--- src/rtl/sti_deserializer.sv ---
// sti_deserializer
//   Serial-to-parallel receiver for the STI stream. Rebuilds 8/16/24/32-bit
//   words (MSB- or LSB-first), extracts the 16-bit payload and writes each
//   completed word at an incrementing, wrapping address.
// Ports
//   clk, rst            clock (rising edge), async active-high reset
//   si_valid/si_data    serial bit strobe and bit
//   si_end              end of stream, honoured only while idle
//   cfg_length/msb/fill/low  word format, latched on the first bit of a word
//   po_valid            1-cycle pulse: po_data/po_payload/po_addr updated
//   po_data/po_payload  raw word (zero-extended) and recovered payload
//   po_addr             address of the delivered word
//   po_err              1-cycle pulse: word aborted because si_valid dropped
//   po_done             level, stream finished (cleared only by reset)
module sti_deserializer #(
    parameter int ADDR_W = 8
) (
    input  logic              clk,
    input  logic              rst,
    input  logic              si_valid,
    input  logic              si_data,
    input  logic              si_end,
    input  logic [1:0]        cfg_length,
    input  logic              cfg_msb,
    input  logic              cfg_fill,
    input  logic              cfg_low,
    output logic              po_valid,
    output logic [31:0]       po_data,
    output logic [15:0]       po_payload,
    output logic [ADDR_W-1:0] po_addr,
    output logic              po_err,
    output logic              po_done
);

    typedef enum logic [1:0] {IDLE, RECV, FINISH} state_t;

    state_t            state, state_n;
    logic [4:0]        cnt;
    logic [31:0]       sr, sr_n, word, mask;
    logic [15:0]       payload;
    logic [1:0]        len_q;
    logic              msb_q, fill_q, low_q;
    logic [ADDR_W-1:0] addr;
    logic              start, shift, word_done, abort;

    always_comb begin
        state_n   = state;
        start     = 1'b0;
        shift     = 1'b0;
        word_done = 1'b0;
        abort     = 1'b0;
        case (state)
            IDLE: begin
                if (si_valid) begin
                    start   = 1'b1;
                    state_n = RECV;
                end else if (si_end) begin
                    state_n = FINISH;
                end
            end
            RECV: begin
                if (si_valid) begin
                    shift = 1'b1;
                    // Index of the last bit is 8*(len+1)-1 = {len,3'b111}.
                    if (cnt == {len_q, 3'b111}) begin
                        word_done = 1'b1;
                        // A following bit is picked up by IDLE on the very
                        // next cycle, so back-to-back words need no gap.
                        state_n   = IDLE;
                    end
                end else begin
                    abort   = 1'b1;
                    state_n = IDLE;
                end
            end
            FINISH:  state_n = FINISH;
            default: state_n = IDLE;
        endcase
    end

    // Next shift-register value; the first bit of a word clears the old one.
    always_comb begin
        sr_n = sr;
        if (start) begin
            sr_n = {31'd0, si_data};
        end else if (shift) begin
            if (msb_q) sr_n = {sr[30:0], si_data};
            else       sr_n[cnt] = si_data;
        end
    end

    always_comb begin
        case (len_q)
            2'd0:    mask = 32'h0000_00FF;
            2'd1:    mask = 32'h0000_FFFF;
            2'd2:    mask = 32'h00FF_FFFF;
            default: mask = 32'hFFFF_FFFF;
        endcase
        word = sr_n & mask;
        case (len_q)
            2'd0:    payload = low_q ? {word[7:0], 8'h00} : {8'h00, word[7:0]};
            2'd1:    payload = word[15:0];
            2'd2:    payload = fill_q ? word[23:8]  : word[15:0];
            default: payload = fill_q ? word[31:16] : word[15:0];
        endcase
    end

    assign po_done = (state == FINISH);

    always_ff @(posedge clk or posedge rst) begin
        if (rst) begin
            state      <= IDLE;
            cnt        <= '0;
            sr         <= '0;
            len_q      <= '0;
            msb_q      <= 1'b0;
            fill_q     <= 1'b0;
            low_q      <= 1'b0;
            addr       <= '0;
            po_valid   <= 1'b0;
            po_err     <= 1'b0;
            po_data    <= '0;
            po_payload <= '0;
            po_addr    <= '0;
        end else begin
            state    <= state_n;
            po_valid <= word_done;
            po_err   <= abort;
            if (start) begin
                len_q  <= cfg_length;
                msb_q  <= cfg_msb;
                fill_q <= cfg_fill;
                low_q  <= cfg_low;
            end
            if (start)                  cnt <= 5'd1;
            else if (word_done | abort) cnt <= 5'd0;
            else if (shift)             cnt <= cnt + 5'd1;
            if (start | shift) sr <= sr_n;
            if (word_done) begin
                po_data    <= word;
                po_payload <= payload;
                po_addr    <= addr;
                addr       <= addr + 1'b1;
            end
        end
    end

endmodule

--- config.mk ---
export PLATFORM = sky130hd
export DESIGN_NAME = sti_deserializer
export DESIGN_NICKNAME = d
export VERILOG_FILES = /design/src/rtl/sti_deserializer.sv
export SDC_FILE = /design/constraint.sdc
export NUM_CORES = 1
export LEC_CHECK = 0
export ABC_AREA = 1
export BUFFER_PORTS_ARGS = -buffer_cell sky130_fd_sc_hd__buf_2
export CAP_MARGIN = 10
export CORE_MARGIN = 2
export CORE_UTILIZATION = 59
export DETAILED_ROUTE_END_ITERATION = 6
export GPL_ROUTABILITY_DRIVEN = 0
export PLACE_DENSITY = 0.8
export SETUP_SLACK_MARGIN = 0.1
export SLEW_MARGIN = 20
export SYNTH_ARGS = -nofsm -noshare
export SYNTH_HDL_FRONTEND = slang
export SYNTH_SLANG_ARGS = --single-unit
--- constraint.sdc ---
create_clock -name clk -period 5.2 [get_ports clk]
set_input_delay 1.04 -clock clk [delete_from_list [all_inputs] [get_ports clk]]
set_output_delay 1.04 -clock clk [all_outputs]
set_load 0.005 [all_outputs]
==> results.md, run 1 <==
* Cells taking the most area after synthesis: dfrtp_1 44%, nand2_1 20%, nand3_1 9.7%
* Via density at ~5.8
* Row Count at 37
* Worst slew margin at between 30% and 40%
* Post-synthesis sequential area ratio at 43.6%
* Core area at 10400 µm²
* Die height at 107 µm
* Layout area overhead at 6.16%
* Finished Layout Cells at 1046
* Synth cell count leaders: 330 x nand2_1, 123 x nand3_1, 110 x dfrtp_1
* Resized Gates After CTS at 0
* Post-synth top area cell: dfrtp_1
* Async S/R FF share, synth at 100%
* Final Cycle Share at 61.0%
* Ports at just under 70
* Post-Route WL at 16900 µm
* Vias in the first global route at 5850
* Arr. time, crit path at around 3.5 ns
* Max frequency at 315 MHz
* Setup Crit Path Kind: in -> reg
* Most frequent cell after synthesis: nand2_1
* Clock Latency Late Sink at 0.40 ns
* I/O Buffers at 68
* Die footprint at 11600 µm²
* Endpoints failing hold at 0
* Fraction of layout cells with a size suffix above 1 at about 13%
* Worst Clk Skew at 0.0130 ns
* Pwr dens at approximately 450 nW/µm²
* Global route overflow at 0
* Number of slew-limit violations in the final report at 0
* Via count at approximately 6100
* Post-Syn Area at 6320 µm²
* Yosys reg bits at 110
* Global Route Usage Sum at between 30% and 40%
* Clock-pin slew on the worst setup and hold paths at ~0.11 ns
* R2r endpoint: po_data[26]
* Type of the most critical hold path: reg -> reg
* CP max FO at 70
* Reg2reg start: cnt[2]
* Synthesized net count at ~900
* P_leak at 0.00372 µW
* RSZ-0062 raised after global routing: false
* Hold_sp: po_addr[2]
* Period minus WS final at 3.17 ns
* CP Capture Type: register
* DP Cell Count at 1030
* Drt first pass iters at 7
* Main flop type after synthesis: dfrtp_1
* Yosys top cell area share at 43.6%
* Final setup vio count at 0
* R2r setup slk at 2.17 ns
* Clk sinks at 110
* First-pass GRT wire length at around 28000 µm
* Initial core utilization at 60.9%
* R2r worst-path depth at 8
* Synth cell types at 30
* Setup Buffers After CTS at 0
* Wire per inst at 16.1 µm
* Layout Nets at 923
* Die Wd at 107 µm
* Worst hold path depth at 2
* Detailed placer's ending HPWL at 11500 µm
* CTS tree: yes
* Post-synth EDFFs at 0
* Worst ir drop on vdd at 0.245 mV
* Largest net degree at the start of global routing at 78
* Required @ worst endpoint at 5.49 ns
* Mapped Avg Cell Area at around 7 µm²
* Synth Warn # at 0
* Initial detailed-routing violation count at around 580
* Clock Path Buffers at 2
* CTS H-tree depth at 3
* Cts bufs inserted at 9
* Slew @ Worst Pin at 1.00 ns
* Antenna cells at 0
* Hold Buf Count CTS at 0
* Post-DRT Antenna Nets at 0
* Worst setup SP type: primary input
* Post-route DRC at 0
* Clock Root Buffer: clkbuf_8
* Initial antenna violation count at 0
* Maximum Capacitance Violations at 0
* Hold path endpoint: po_addr[2]
* Outcome: complete, no violations
* Gate Count Post-Synth at around 880
* Post-Route Setup TNS at 0 ns
[critical path, cell delays in order]
cell	delay [ns]
buf_2	0.09
inv_1	0.06
nor2_4	0.16
nand2_2	0.43
nor2_2	0.29
clkinv_2	0.69
buf_4	0.50
nand2_1	0.08
nand2_1	0.05
[how the worst max path moves through the flow]
stage             start  slack, ns  cells after the start     endpoint
4_1_cts        si_valid       2.23                      9  po_data[26]
2_1_floorplan       rst       1.26                      1      addr[0]
3_5_place_dp   si_valid       1.81                      9  po_data[26]
6_report       si_valid       2.03                      9  po_data[26]
5_1_grt        si_valid       1.81                      9  po_data[20]
3_3_place_gp   si_valid       1.90                      9  po_data[19]
[layout by cell type, fill, tap and decap left out, drive strengths merged]
cell / n
nor3: 3
xnor2: 2
o31ai: 1
nand3: 123
a21oi: 49
nor2: 84
a221oi: 1
xor2: 6
dfrtp: 110
ha: 8
o22ai: 1
o21ai: 24
inv: 39
nand3b: 1
clkinvlp: 3
buf: 72
clkbuf: 9
nand4: 32
clkinv: 2
nand2: 339
o211ai: 1
[power breakdown]
group | internal, µW | switching, µW | leakage, µW
Clock | 186 | 332 | 0.0000878
Combinational | 359 | 955 | 0.00213
Sequential | 996 | 160 | 0.00150
Total | 1540 | 1450 | 0.00372
[layer usage]
layer / vias up / GRT usage, % / wire length [µm]
met5: - / 0 / 0
met4: 0 / 19.9 / 967
met3: 68 / 5.21 / 1280
met2: 287 / 50.1 / 7800
met1: 2833 / 39.1 / 6850
li1: 2893 / - / -
[metrics by stage]
| stage | total power (µW) | setup WS [ns] | hold WS (ns) | util, % | instance area (µm²) |
|---|---|---|---|---|---|
| 5_1_grt | 3190 | 1.81 | 0.510 | 64.7 | 6710 |
| 6_report | 2990 | 2.03 | 0.480 | 64.7 | 6710 |
| 2_1_floorplan | 2110 | 1.26 | 0.462 | - | 6320 |
| 4_1_cts | 2950 | 2.23 | 0.485 | 64.7 | 6710 |
| 3_5_place_dp | 2440 | 1.81 | 0.457 | 62.8 | 6520 |
| 3_3_place_gp | 2400 | 1.90 | 0.453 | 62.8 | 6520 |
[cell type report]
type	count	area, µm²
clock inverters	7	65.1
fillers	948	3660
multi-input cells	675	3080
inverters	37	143
repair buffers	72	370
flip-flops and latches	110	2750
well taps	136	170
clock buffers	9	124
[sequential cells by signal, indices dropped and copies added, names as in the netlist, 2 cells and up]
signal      count
state           2
po_data        32
po_addr         8
po_payload     16
cnt             5
len_q           2
sr             32
addr            8
[cell families (layout without fill, tap and decap cells)]
kind of cell    after synthesis  count (layout)  synth area share, %
compound gates               77              77                 6.65
xor+xnor                      8               8                 1.11
fa+ha+maj                     8               8                 1.58
buf+inv                      96             125                 7.65
flops                       110             110                 43.6
simple gates                582             582                 39.4
Note: power is estimated with default switching activity, not from simulation.
==> run 2, diff against run 1 <==
Settings changed: CORE_UTILIZATION 59 to 54, PLACE_DENSITY 0.8 to 0.77.
Clock period 5.2 ns to 2.85 ns, I/O delays scaled along.
==> run 2 against run 1 <==
Against the previous run: global-route usage is 1.7 points lower; first-iteration DRC count is 46% higher; setup slack worse by 1.6 ns; utilization is 3.7 points lower; critical path depth is 2 higher; sequential power is 83% higher; die area is 8.9% higher; critical endpoint is now addr[6]; largest cell class unchanged.
==> results.md, run 2 (same netlist as run 1, synthesis figures left out) <==
* CTS tree: yes
* Post-DRT Antenna Nets at 0 (unchanged)
* Outcome: complete, no violations
* Worst setup SP type: register
* Clock Latency Late Sink at 0.36 ns (-0.04 ns)
* Wire per inst at 16.6 µm (+2.9%)
* Worst slew margin at 45.7% (+13 points)
* Global Route Usage Sum at 29.4% (-1.7 points)
* Post-Route WL at 17800 µm (+5.2%)
* P_leak at 0.00386 µW (+3.7%)
* Core area at 11400 µm² (+10%)
* CTS H-tree depth at 3 (unchanged)
* CP Cell Sequence: ha_1 -> nand2_1 -> a221oi_2 -> nand2_1 -> nor2_2 -> buf_4 -> nand2_1 -> nor2_1 -> nand2_1 -> nand2_1 -> nand2_1
* Via density at 5.78 (-0.54%)
* Most common cell after layout, fill and taps aside: nand2_1
* CP max FO at 24 (-66%)
* Clk sinks at 110 (unchanged)
* Number of slew-limit violations in the final report at 0 (unchanged)
* Period minus WS final at 2.45 ns
* Pwr dens at 846 nW/µm² (+90%)
* CP Capture Type: register
* Endpoints failing hold at 0 (unchanged)
* R2r setup slk at 0.40 ns (-1.77 ns)
* CP max stage cell: dfrtp_1
* Worst hold slack at 0.278 ns (-0.202 ns)
* Max frequency at 408 MHz
* I/O Buffers at 68 (unchanged)
* Biggest regs: po_data x32, sr x32, po_payload x16
* First-pass GRT wire length at 29500 µm (+5.2%)
* Clock Path Buffers at 2 (unchanged)
* Critical path's most frequent cell: nand2_1
* Via count at 6181 (+1.6%)
* Final setup vio count at 0 (unchanged)
* Most frequent cells in the layout: 330 x nand2_1, 123 x nand3_1, 110 x dfrtp_1
* Initial antenna violation count at 0 (unchanged)
* Ports at 69 (unchanged)
* Post-Route Setup TNS at 0 ns (unchanged)
* Maximum Capacitance Violations at 0 (unchanged)
* DP Cell Count at 1053 (+2.2%)
* Setup Crit Path Kind: reg -> reg
* Die height at 112 µm (+4.4%)
* Fraction of layout cells with a size suffix above 1 at 14.0% (+1.3 points)
* Die Wd at 112 µm (+4.4%)
* Crit path buffers/inverters at 1 (-3)
* Placed cell area at 6700 µm² (+2.8%)
* Row Count at 39 (+5.4%)
* Post-route DRC at 0 (unchanged)
* Global route overflow at 0 (unchanged)
* Delay-heaviest family, CP: simple AND/OR/NAND/NOR gates
* Arr. time, crit path at 2.71 ns (-0.75 ns)
* Antenna cells at 0 (unchanged)
* Drt first pass iters at 6 (-1)
* Layout area overhead at 10.2%
* Final Instance Area at 6960 µm² (+3.8%)
* Largest net degree at the start of global routing at 70 (-10%)
* RSZ-0062 raised after global routing: false
* Total Power at 5890 µW (+97%)
* Slew @ Worst Pin at 0.813 ns (-0.190 ns)
* Detailed placer's ending HPWL at 12300 µm (+6.6%)
* Cts bufs inserted at 9 (unchanged)
* Die footprint at 12600 µm² (+8.9%)
* Final Cycle Share at 85.9%
* Clock-pin slew on the worst setup and hold paths at 0.07 ns (-0.04 ns)
* Initial core utilization at 55.3% (-5.6 points)
* Required @ worst endpoint at 3.11 ns (-2.38 ns)
* Vias in the first global route at 5841 (-0.15%)
* Type of the most critical hold path: in -> async
* Layout Nets at 939 (+1.7%)
* Worst ir drop on vdd at 0.628 mV (+160%)
* Setup Buffers After CTS at 0 (unchanged)
* CP peak stage delay at 0.50 ns (-0.19 ns)
* Initial detailed-routing violation count at 846 (+46%)
* Clock Root Buffer: clkbuf_16
* Finished Layout Cells at 1069 (+2.2%)
* Resized Gates After CTS at 0 (unchanged)
* Hold Buf Count CTS at 0 (unchanged)
* Worst Clk Skew at 0.00766 ns (-0.00529 ns)
## run 2: changes by cell type in the layout (fill, tap and decap cells not counted), sizes merged
| cell | before | now |
|---|---|---|
| clkbuf | 9 | 11 |
| inv | 39 | 36 |
| clkinv | 2 | 4 |
| buf | 72 | 88 |
| clkinvlp | 3 | 2 |
## run 2: where the power goes
part,total [µW],switching (µW),internal (µW)
logic,2580,1830,752
registers,2120,300,1820
clock network,1190,593,596
## run 2: area by class of cell
type                    instances  area, µm²
fillers                      1053       4450
multi-input cells             675       3080
flip-flops and latches        110       2750
repair buffers                 88        541
clock buffers                  11        233
well taps                     143        179
inverters                      37        143
clock inverters                 5       35.0
## run 2: final timing paths
path,startpoint,to,cells past startpoint
worst max-delay path,cnt[0],addr[6],11
worst min-delay path,rst,po_data[3],2
worst max register to register,cnt[0],addr[6],11
worst min register to register,po_addr[1],po_addr[1],2
max in group asynchronous,rst,po_data[31],3
min in group clk,cfg_msb,msb_q,3
## run 2: stage by stage
stage | util [%] | setup slack [ns]
floorplan | - | 0.951
global placement | 58.6 | 0.485
detailed placement | 58.6 | 0.417
CTS | 61.0 | 0.404
global route | 61.0 | 0.227
finish | 61.0 | 0.401
## run 2: routing by layer
layer	global-route usage (%)	up-vias	part of all wire (%)
met5	0	-	0
met1	39.8	2859	42
li1	-	2934	-
met2	45.3	329	46
met3	5.99	59	7.8
met4	14.7	0	4.8
==> run 3, diff against run 2 <==
Settings changed: CORE_UTILIZATION 54 to 64, PLACE_DENSITY 0.77 to 0.86.
Clock period 2.85 ns to 3.2 ns, I/O delays scaled along.
==> run 3 against run 2 <==
Against the previous run: sequential power decreased by 12%; cell area decreased by 2.7%; fmax decreased by 5.0%; setup slack improved by 0.22 ns; critical path type unchanged; largest cell class unchanged.
==> results.md, run 3 (same netlist as run 1, synthesis figures left out) <==
* Outcome: complete, no violations
* Most frequent cells in the layout: 330 x nand2_1, 123 x nand3_1, 110 x dfrtp_1
* Crit path buffers/inverters at 1 (unchanged)
* CP Capture Type: register
* Vias in the first global route at 5642 (-3.4%)
* CP peak stage delay at 0.51 ns (about the same)
* Pwr dens at 718 nW/µm² (-15%)
* Antenna cells at 0 (unchanged)
* Global Route Usage Sum at 34.3% (+4.8 points)
* Final-layout fill cell count at 841 (-20%)
* Delay-heaviest family, CP: simple AND/OR/NAND/NOR gates
* Number of slew-limit violations in the final report at 0 (unchanged)
* Required @ worst endpoint at 3.49 ns (+0.38 ns)
* Setup Buffers After CTS at 0 (unchanged)
* Post-Route Setup TNS at 0 ns (unchanged)
* CTS tree: yes
* Arr. time, crit path at 2.87 ns (+0.16 ns)
* CP max FO at 38 (+58%)
* Global route overflow at 0 (unchanged)
* Most common cell after layout, fill and taps aside: nand2_1
* Critical path's most frequent cell: nand2_1
* Initial detailed-routing violation count at 674 (-20%)
* DP Cell Count at 1037 (-1.5%)
* Type of the most critical hold path: in -> async
* Setup Crit Path Kind: reg -> reg
* Total Power at 4870 µW (-17%)
* Endpoints failing hold at 0 (unchanged)
* Initial antenna violation count at 0 (unchanged)
* CTS H-tree depth at 3 (unchanged)
* CP max stage cell: dfrtp_1
* Post-DRT Antenna Nets at 0 (unchanged)
* P_leak at 0.00377 µW (-2.4%)
* Storage element area at 2750 µm² (unchanged)
* Worst ir drop on vdd at 0.337 mV (-46%)
* Hold Buf Count CTS at 0 (unchanged)
* CP Cell Sequence: ha_1 -> nand2_1 -> a221oi_2 -> nand2_1 -> nor2_2 -> buf_4 -> nand2_1 -> nor2_1 -> nand2_1 -> nand2_1 -> nand2_1
* RSZ-0062 raised after global routing: false
* Worst slew margin at 39.9% (-5.8 points)
* Initial core utilization at 65.2% (+9.9 points)
* Biggest regs: po_data x32, sr x32, po_payload x16
* Row Count at 36 (-7.7%)
* Final core area utilization at 69.9% (+9.0 points)
* Period minus WS final at 2.58 ns (+0.129 ns)
* Drt first pass iters at 5 (-1)
* Via count at 6172 (-0.15%)
* Detailed placer's ending HPWL at 11700 µm (-5.1%)
* Layout Nets at 933 (-0.64%)
* Cts bufs inserted at 9 (unchanged)
* Die Wd at 103 µm (-7.9%)
* Core area at 9680 µm² (-15%)
* Clk sinks at 110 (unchanged)
* Final setup vio count at 0 (unchanged)
* Wire per inst at 16.4 µm (-1.4%)
* I/O Buffers at 68 (unchanged)
* Finished Layout Cells at 1052 (-1.6%)
* Layout area overhead at 7.23%
* Die footprint at 10700 µm² (-15%)
* Final Cycle Share at 80.6% (-5.4 points)
* Maximum Capacitance Violations at 0 (unchanged)
* Clock-pin slew on the worst setup and hold paths at 0.11 ns (+0.04 ns)
* Die height at 103 µm (-7.9%)
* Worst Clk Skew at 0.0120 ns (+0.00434 ns)
* Largest net degree at the start of global routing at 111 (+59%)
* Slew @ Worst Pin at 0.900 ns (+0.0863 ns)
* Post-Route WL at 17200 µm (-3.0%)
* Worst setup SP type: register
* Post-route DRC at 0 (unchanged)
* Clock Root Buffer: clkbuf_8
* First-pass GRT wire length at 28000 µm (-5.0%)
* Fraction of layout cells with a size suffix above 1 at 13.5% (-0.55 points)
* Via density at 5.87 (+1.5%)
* Clock Latency Late Sink at 0.38 ns (+0.02 ns)
* Clock Path Buffers at 2 (unchanged)
* Ports at 69 (unchanged)
* Multi-input gate area at 3080 µm² (unchanged)
* Max frequency at 388 MHz (-5.0%)
* Resized Gates After CTS at 0 (unchanged)
[run 3: cell count changes in the layout (fill, tap and decap cells not counted), moves of 2 or more]
cell	delta
buf_4	-3
clkbuf_16	-9
clkbuf_8	+9
clkinv_4	+2
buf_12	-3
clkinv_2	-2
[run 3: through the flow]
stage,worst slack (ns),hold WS (ns),instance area [µm²]
6_report,0.622,0.393,6770
4_1_cts,0.644,0.446,6770
2_1_floorplan,1.23,0.462,6320
3_3_place_gp,0.794,0.452,6600
3_5_place_dp,0.694,0.459,6600
5_1_grt,0.394,0.452,6770
[run 3: cell type report]
| cell class | count | area share [%] |
|---|---|---|
| Inverter | 37 | 2.11 |
| Multi-Input combinational cell | 675 | 45.5 |
| Timing Repair Buffer | 82 | 6.76 |
| Clock inverter | 5 | 0.665 |
| Clock buffer | 10 | 1.88 |
| Tap cell | 133 | 2.46 |
| Sequential cell | 110 | 40.6 |
[run 3: power by group]
group	switching (µW)	leakage, µW	internal [µW]
logic	1580	0.00218	633
clock network	499	0.0000844	290
registers	246	0.00150	1620
[run 3: path summary, 6_finish.rpt]
kind,depth (start not counted),slack (ns),endpoint,from
worst max register to register,11,0.62,addr[6],cnt[0]
min in group clk,3,0.46,len_q[1],cfg_length[1]
worst max-delay path,11,0.62,addr[6],cnt[0]
max in group asynchronous,3,2.33,sr[8],rst
worst min register to register,2,0.48,po_data[6],po_data[6]
worst min-delay path,3,0.39,po_addr[1],rst
[run 3: layer usage]
metal,vias to the layer above,GRT usage [%],wire length (µm)
li1,2928,-,-
met1,2853,47.8,7170
met2,336,53.1,8020
met3,55,5.31,1410
met4,0,15.9,639
met5,-,0,0
[run 3: worst register-to-register path: cells and delay by family, from the launching register on]
| kind | cells | cell delay (ns) |
|---|---|---|
| AND/OR/NAND/NOR | 8 | 0.98 |
| adder cells (fa/ha/maj) | 1 | 0.42 |
| buffers and inverters | 1 | 0.40 |
| flip-flops | 1 | 0.51 |
| AO/OA/AOI/OAI | 1 | 0.20 |
